`src/rtl/bcd_pkg.sv`:
```
// Shared BCD digit type, limits and validity helper for the N-digit counter.
// Build option: BCD_COUNTER_SAT_EN selects saturating instead of wrapping count.
package bcd_pkg;

  localparam logic [3:0] BCD_MAX = 4'd9;
  localparam logic [3:0] BCD_MIN = 4'd0;

  typedef logic [3:0] bcd_digit_t;

  function automatic logic is_bcd(input bcd_digit_t d);
    return (d <= BCD_MAX);
  endfunction

endpackage

```
`src/rtl/bcd_digit.sv`:
```
// One decade cell: steps its digit up or down when step_in is set and
// raises carry_o when the step rolls past 9 (up) or below 0 (down).
module bcd_digit
  import bcd_pkg::*;
(
  input  bcd_digit_t d_i,
  input  logic       step_in,
  input  logic       up,
  output bcd_digit_t d_o,
  output logic       carry_o
);

  logic at_max;
  logic at_min;

  assign at_max  = (d_i == BCD_MAX);
  assign at_min  = (d_i == BCD_MIN);
  assign carry_o = step_in & (up ? at_max : at_min);

  always_comb begin
    d_o = d_i;
    if (step_in) begin
      if (up) d_o = at_max ? BCD_MIN : d_i + 4'd1;
      else    d_o = at_min ? BCD_MAX : d_i - 4'd1;
    end
  end

endmodule

```
`src/rtl/bcd_counter_ndigit.sv`:
```
// N-digit packed-BCD counter with enable, up/down, checked load and wrap flag.
// Build option: BCD_COUNTER_SAT_EN saturates at all-9s/all-0s with wrap tied 0.
module bcd_counter_ndigit
  import bcd_pkg::*;
#(
  parameter int DIGITS = 2
) (
  input  logic                clk,
  input  logic                reset,
  input  logic                en,
  input  logic                up,
  input  logic                load,
  input  logic [4*DIGITS-1:0] load_val,
  output logic [4*DIGITS-1:0] count,
  output logic                wrap,
  output logic                load_err
);

  logic [4*DIGITS-1:0] count_q, count_d;
  logic                wrap_q, wrap_d;
  logic                lerr_q, lerr_d;

  logic [DIGITS:0]     step;
  logic [4*DIGITS-1:0] step_val;
  logic                load_ok;

  // step[g] ripples: digit g moves only when all lower digits roll over
  assign step[0] = 1'b1;

  for (genvar g = 0; g < DIGITS; g++) begin : g_dig
    bcd_digit u_dig (
      .d_i     (count_q[4*g +: 4]),
      .step_in (step[g]),
      .up      (up),
      .d_o     (step_val[4*g +: 4]),
      .carry_o (step[g+1])
    );
  end

  always_comb begin
    load_ok = 1'b1;
    for (int i = 0; i < DIGITS; i++) begin
      if (!is_bcd(load_val[4*i +: 4])) load_ok = 1'b0;
    end
  end

  always_comb begin
    count_d = count_q;
    wrap_d  = 1'b0;
    lerr_d  = 1'b0;
    if (load) begin
      if (load_ok) count_d = load_val;
      else         lerr_d  = 1'b1;
    end else if (en) begin
`ifdef BCD_COUNTER_SAT_EN
      if (!step[DIGITS]) count_d = step_val;
`else
      count_d = step_val;
      wrap_d  = step[DIGITS];
`endif
    end
  end

  always_ff @(posedge clk) begin
    if (reset) begin
      count_q <= '0;
      wrap_q  <= 1'b0;
      lerr_q  <= 1'b0;
    end else begin
      count_q <= count_d;
      wrap_q  <= wrap_d;
      lerr_q  <= lerr_d;
    end
  end

  assign count    = count_q;
  assign wrap     = wrap_q;
  assign load_err = lerr_q;

endmodule

```
`config.mk`:
```
export PLATFORM = sky130hd
export DESIGN_NAME = bcd_counter_ndigit
export DESIGN_NICKNAME = d
export VERILOG_FILES = /design/src/rtl/bcd_pkg.sv /design/src/rtl/bcd_digit.sv /design/src/rtl/bcd_counter_ndigit.sv
export SDC_FILE = /design/constraint.sdc
export NUM_CORES = 1
export LEC_CHECK = 0
export CELL_PAD_IN_SITES_DETAIL_PLACEMENT = 0
export CELL_PAD_IN_SITES_GLOBAL_PLACEMENT = 1
export CORE_MARGIN = 4
export CORE_UTILIZATION = 32
export CTS_CLUSTER_DIAMETER = 60
export DETAILED_ROUTE_END_ITERATION = 7
export PLACE_DENSITY_LB_ADDON = 0.15
export SLEW_MARGIN = 20
export SYNTH_ARGS = -nofsm -noshare
export SYNTH_HDL_FRONTEND = slang
export SYNTH_SLANG_ARGS = --single-unit
```
`constraint.sdc`:
```
create_clock -name clk -period 1.7 [get_ports clk]
set_clock_uncertainty 0.05 [all_clocks]
set_input_delay 0.34 -clock clk [delete_from_list [all_inputs] [get_ports clk]]
set_output_delay 0.34 -clock clk [all_outputs]
set_load 0.05 [all_outputs]
```
==> results <==
what timing repair did:
action / 4_1_cts / 5_1_grt
cloned: 0 / 1
resized for setup: 1 / 7
buffers inserted: 0 / 3
setup endpoints to repair: 1 / 7
pin swaps: 0 / 2
hold buffers: 0 / 0
worst max path at each step:
stage / startpoint / end / slack [ps] / cells past startpoint
after global placement: up / count[4] / -290 / 6
after CTS: up / count[4] / 9 / 6
after detailed placement: up / count[4] / -300 / 6
after global routing: en / count[4] / 20 / 6
after floorplan: count[5] / count[5] / -30 / 4
final: en / count[4] / 110 / 6
through the flow:
step | worst slack [ps] | std cells | total power [mW] | utilization [%] | instance area, µm²
after floorplan | -29.3 | 100 | 0.449 | - | 772
after global placement | -290 | 157 | 0.600 | 52.3 | 1180
after detailed placement | -305 | 157 | 0.605 | 52.3 | 1180
after CTS | 9.22 | 161 | 0.834 | 54.3 | 1220
after global routing | 17.6 | 165 | 0.884 | 56.7 | 1280
final | 114 | 165 | 0.836 | 56.7 | 1280
synth_stat cells, drive strengths merged (2+ instances only):
master | instances | share of area, %
nand2 | 3 | 1.5
or3 | 2 | 1.6
and3 | 3 | 2.4
o21ai | 6 | 3.9
buf | 5 | 3.6
nor2b | 2 | 1.6
nand3 | 6 | 3.9
nand2b | 5 | 4.1
nor2 | 5 | 2.4
o41ai | 2 | 2.3
o211ai | 2 | 2.6
nand3b | 4 | 3.9
xnor2 | 2 | 2.3
inv | 3 | 1.5
nor3 | 3 | 2.0
a21oi | 7 | 4.6
a31oi | 4 | 3.3
clkbuf | 4 | 2.0
a221o | 2 | 2.6
dfxtp | 10 | 26
state kept, by name, indices dropped and copies added (netlist names):
signal / cells
count: 8
wrap: 1
load_err: 1
cells by family (layout without fill, tap and decap cells):
family / Yosys count / after routing / share of synthesized area (%)
buffers and inverters: 12 / 49 / 7.01
and+or+nand+nor: 41 / 41 / 31.5
AOI/OAI and AO/OA: 33 / 33 / 30.7
muxes: 1 / 1 / 1.31
xor gates and xnor gates: 3 / 3 / 3.43
DFF: 10 / 10 / 26.1
layout by cell type, fill, tap and decap left out, types with 3 or more instances in the layout:
| cell | count |
|---|---|
| inv_1 | 3 |
| clkdlybuf4s50_1 | 11 |
| nand2_1 | 3 |
| dfxtp_1 | 6 |
| nor2_1 | 5 |
| dfxtp_2 | 4 |
| o21ai_0 | 5 |
| nand3b_1 | 4 |
| nand2b_1 | 5 |
| a21oi_1 | 7 |
| buf_4 | 20 |
| a31oi_1 | 4 |
| buf_12 | 8 |
| clkbuf_4 | 3 |
| nand3_1 | 6 |
per-layer routing:
metal	share of wire, %	up-vias	GRT usage (%)
li1	-	459	-
met1	48	423	19.1
met2	46	17	22.0
met3	3.6	4	2.94
met4	1.9	0	7.28
met5	0	-	0
power breakdown:
| group | switching (mW) | internal (mW) | leakage (nW) | total [mW] |
|---|---|---|---|---|
| combinational | 0.153 | 0.173 | 0.398 | 0.326 |
| clock | 0.0923 | 0.130 | 0.0210 | 0.222 |
| sequential | 0.0368 | 0.252 | 0.0835 | 0.288 |
worst max-delay path, cell delays in order:
cell and delay, ps:
clkdlybuf4s50_1 480, nor2b_2 140, buf_4 140, o211ai_4 120
or3_1 360, a31oi_1 150
layout make-up:
| cell class | count | area, µm² | share of cell area (%) |
|---|---|---|---|
| timing repair buffer | 42 | 449 | 35.2 |
| multi-input combinational | 78 | 541 | 42.3 |
| tap | 28 | 35.0 | 2.74 |
| clock buffer | 4 | 36.3 | 2.84 |
| inverter | 3 | 11.3 | 0.881 |
| sequential | 10 | 205 | 16.1 |
==> metrics.md <==
| Metric | Value |
|---|---|
| Worst slew pin tran | `373 ps` |
| Fillers | `217` |
| Port bufs | `22` |
| Placer Congestion | `0.747` |
| Worst hold slack | `519 ps` |
| Hold Path Stages | `2` |
| FFs w/ async S/R, synth | `0%` |
| Row count | `17` |
| Final period util | `93.3%` |
| Crit path DAT | `1730 ps` |
| Syn avg cell area | `7.67 µm²` |
| Fin. Hold Viols | `0` |
| Final nets | `151` |
| Vias/cell | `5.47` |
| Die area | `3240 µm²` |
| Sink Count | `10` |
| Routed Antenna Nets | `0` |
| Area delta synth->final | `66.6%` |
| Iteration count of the initial detailed-routing pass | `4` |
| Distinct cells, synth | `42` |
| Fmax | `631 MHz` |
| Chip width | `57.0 µm` |
| Cell area after synthesis | `767 µm²` |
| Vias in the first global route | `825` |
| EDFF count, synth | `0` |
| Antenna violations before repair | `0` |
| P per Cell Area | `655 nW/µm²` |
| DR iter-0 viols | `16` |
| Root Buffer | `clkbuf_4` |
| Slew Limit Fails | `0` |
| Ys flop type | `dfxtp_1` |
| Status | `complete, no violations` |
| Mapped Cells | `100` |
| Setup crit start kind | `input pin` |
| R2r worst-path depth | `4` |
| Relative slew slack | `74.5%` |
| CTS Buf Count | `3` |
| Detailed Route WL | `2.31 mm` |
| Clock transition at path regs | `80 ps` |
| Starting Density | `34.0%` |
| Max-cap viol count | `0` |
| Synthesized flop and latch total | `10` |
| Via Count | `903` |
| Post-synthesis sequential area ratio | `26.1%` |
| Crit Path Max Fanout | `8` |
| Setup_tns | `0 ps` |
| CTS tree | `done` |
| # DRC | `0` |
| Setup Crit Path Kind | `input pin to register` |
| Critical Path RT | `1850 ps` |
| Reg-to-reg slack, setup | `160 ps` |
| RSZ-0062 raised after global routing | `false` |
| Core box area | `2250 µm²` |
| Hold_sp | `count[3]` |
| Layout cells sized above 1 | `33.6%` |
| Element type at the critical path end | `register` |
| GRT Total Usage | `14.4%` |
| Largest net degree at the start of global routing | `16` |
| Avg WL per Cell | `14.0 µm` |
| Final setup viols | `0` |
| Static leakage | `0.502 nW` |
| Synth warn | `0` |
| Total grt overflow | `0` |
| Min Tclk post-route | `1590 ps` |
| Hold WC Path Type | `register to register` |
| Post-DP HPWL | `1.64 mm` |
| Reg-to-reg endpoint | `count[4]` |
| Htree depth | `1` |
| Worst r2r src | `count[0]` |
| Die Height | `57.0 µm` |
| Worst vdd ir | `0.000332 V` |
| Global-route wire length before repair | `3.74 mm` |
| Io pins | `23` |
| # diodes | `0` |
| Worst-skew pair later-pin latency | `270 ps` |
| Syn_nets | `113` |
| Clock buffer depth | `2` |
| Hold path endpoint | `count[3]` |
No activity file was read; power rests on OpenSTA's default activity.
==> variant: new RTL, config.mk and constraints unchanged <==
Change the parameter `DIGITS` from 2 to 1.
--- a/src/rtl/bcd_counter_ndigit.sv
+++ b/src/rtl/bcd_counter_ndigit.sv
@@ -4,5 +4,5 @@
   import bcd_pkg::*;
 #(
-  parameter int DIGITS = 2
+  parameter int DIGITS = 1
 ) (
   input  logic                clk,
Ports: changed (resized count and load_val); port bits go from 23 to 15. No check against the original RTL was run, so the function may have changed too.
==> variant against the unedited design <==
- critical path depth is 1 lower
- register-to-register slack better by 60 ps
- clock power is 40% lower
- wire length is 56% lower
- non-clock buffer count is 18 lower
- power is 41% lower
- design area is 47% lower
- worst setup slack worse by 79 ps
- largest power group unchanged
- first-iteration DRC count is 38% lower
- via count is 49% lower
- synthesized area is 44% lower
- critical path type unchanged
- sequential cell count is 4 lower
==> variant: results (changes against the unedited design) <==
Run status
  – Status: finished clean (unchanged)

Final layout
  – Register area: 120 µm² (was 205 µm²)
  – Fillers: 119 (was 217)
  – Fin cells: 88 (was 165)
  – Fin area: 681 µm² (was 1280 µm²)
  – Clkbuf count: 3 (was 4)
  – Clock-cell share: 3.31% (was 2.84%)
  – Comb_multi_in: 38 (was 78)

Setup path
  – Arrival time at the worst endpoint: 1780 ps (was 1730 ps)
  – Critical Path Sink: count[1]$_SDFFE_PP0P_ (was count[4]$_SDFFE_PP0P_)

Detailed routing
  – First DRT Iteration DRCs: 10 (was 16)

STA
  – Final setup margin: 35.8 ps (was 114 ps)
  – Worst hold slack: 627 ps (was 519 ps)

Synthesis
  – Seq/Total Area, Yosys: 28.1% (was 26.1%)
  – Mux contribution to synthesized area: 0% (was 1.31%)
  – Compound-Gate Fraction of Synth Area: 34.5% (was 30.7%)
  – Mapped Nets: 60 (was 113)
  – Post-Synth XOR/XNOR Area: 2.05% (was 3.43%)
  – Synth unique cells: 26 (was 42)

Placement
  – Port Buffers: 14 (was 22)
  – Inst Count DP: 85 (was 157)
  – DP Area: 658 µm² (was 1180 µm²)
  – Routability Congestion: 0.732 (was 0.747)

Hold path
  – WHS Path Cells: 3 (was 2)
  – Hold Crit Class: input pin to flip-flop (was flip-flop to flip-flop)

CTS
  – CTS resizes: 0 (was 1)

Power
  – IR Drop Worst-Case VDD: 0.389 mV (was 0.332 mV)
  – Leakage power: 0.266 nW (was 0.502 nW)
-- variant: cell types whose count changed in the layout (fill, tap and decap cells not counted), sizes merged, moves of 3 or more --
| cell | change |
|---|---|
| nor2 | -3 |
| nand2b | -4 |
| nand3 | -5 |
| and3 | -3 |
| buf | -14 |
| dfxtp | -4 |
| clkdlybuf4s50 | -3 |
-- variant: metal layers --
metal	part of all wire [%]	vias up	global-route usage, %
met5	0	-	0
li1	-	236	-
met2	45	15	16.3
met4	1.6	0	5.42
met3	6.0	2	4.88
met1	47	211	13.2
-- variant: logic make-up (layout without fill, tap and decap cells) --
kind of cell	Yosys count	in the layout
flip-flops	6	6
AND/OR/NAND/NOR	16	16
buffers and inverters	7	30
XOR/XNOR	1	1
AO/OA/AOI/OAI	21	21
-- variant: power breakdown --
group	switching, mW	internal [mW]	leakage [nW]
logic	0.0871	0.101	0.202
clock network	0.0540	0.0800	0.0138
registers	0.0218	0.151	0.0494
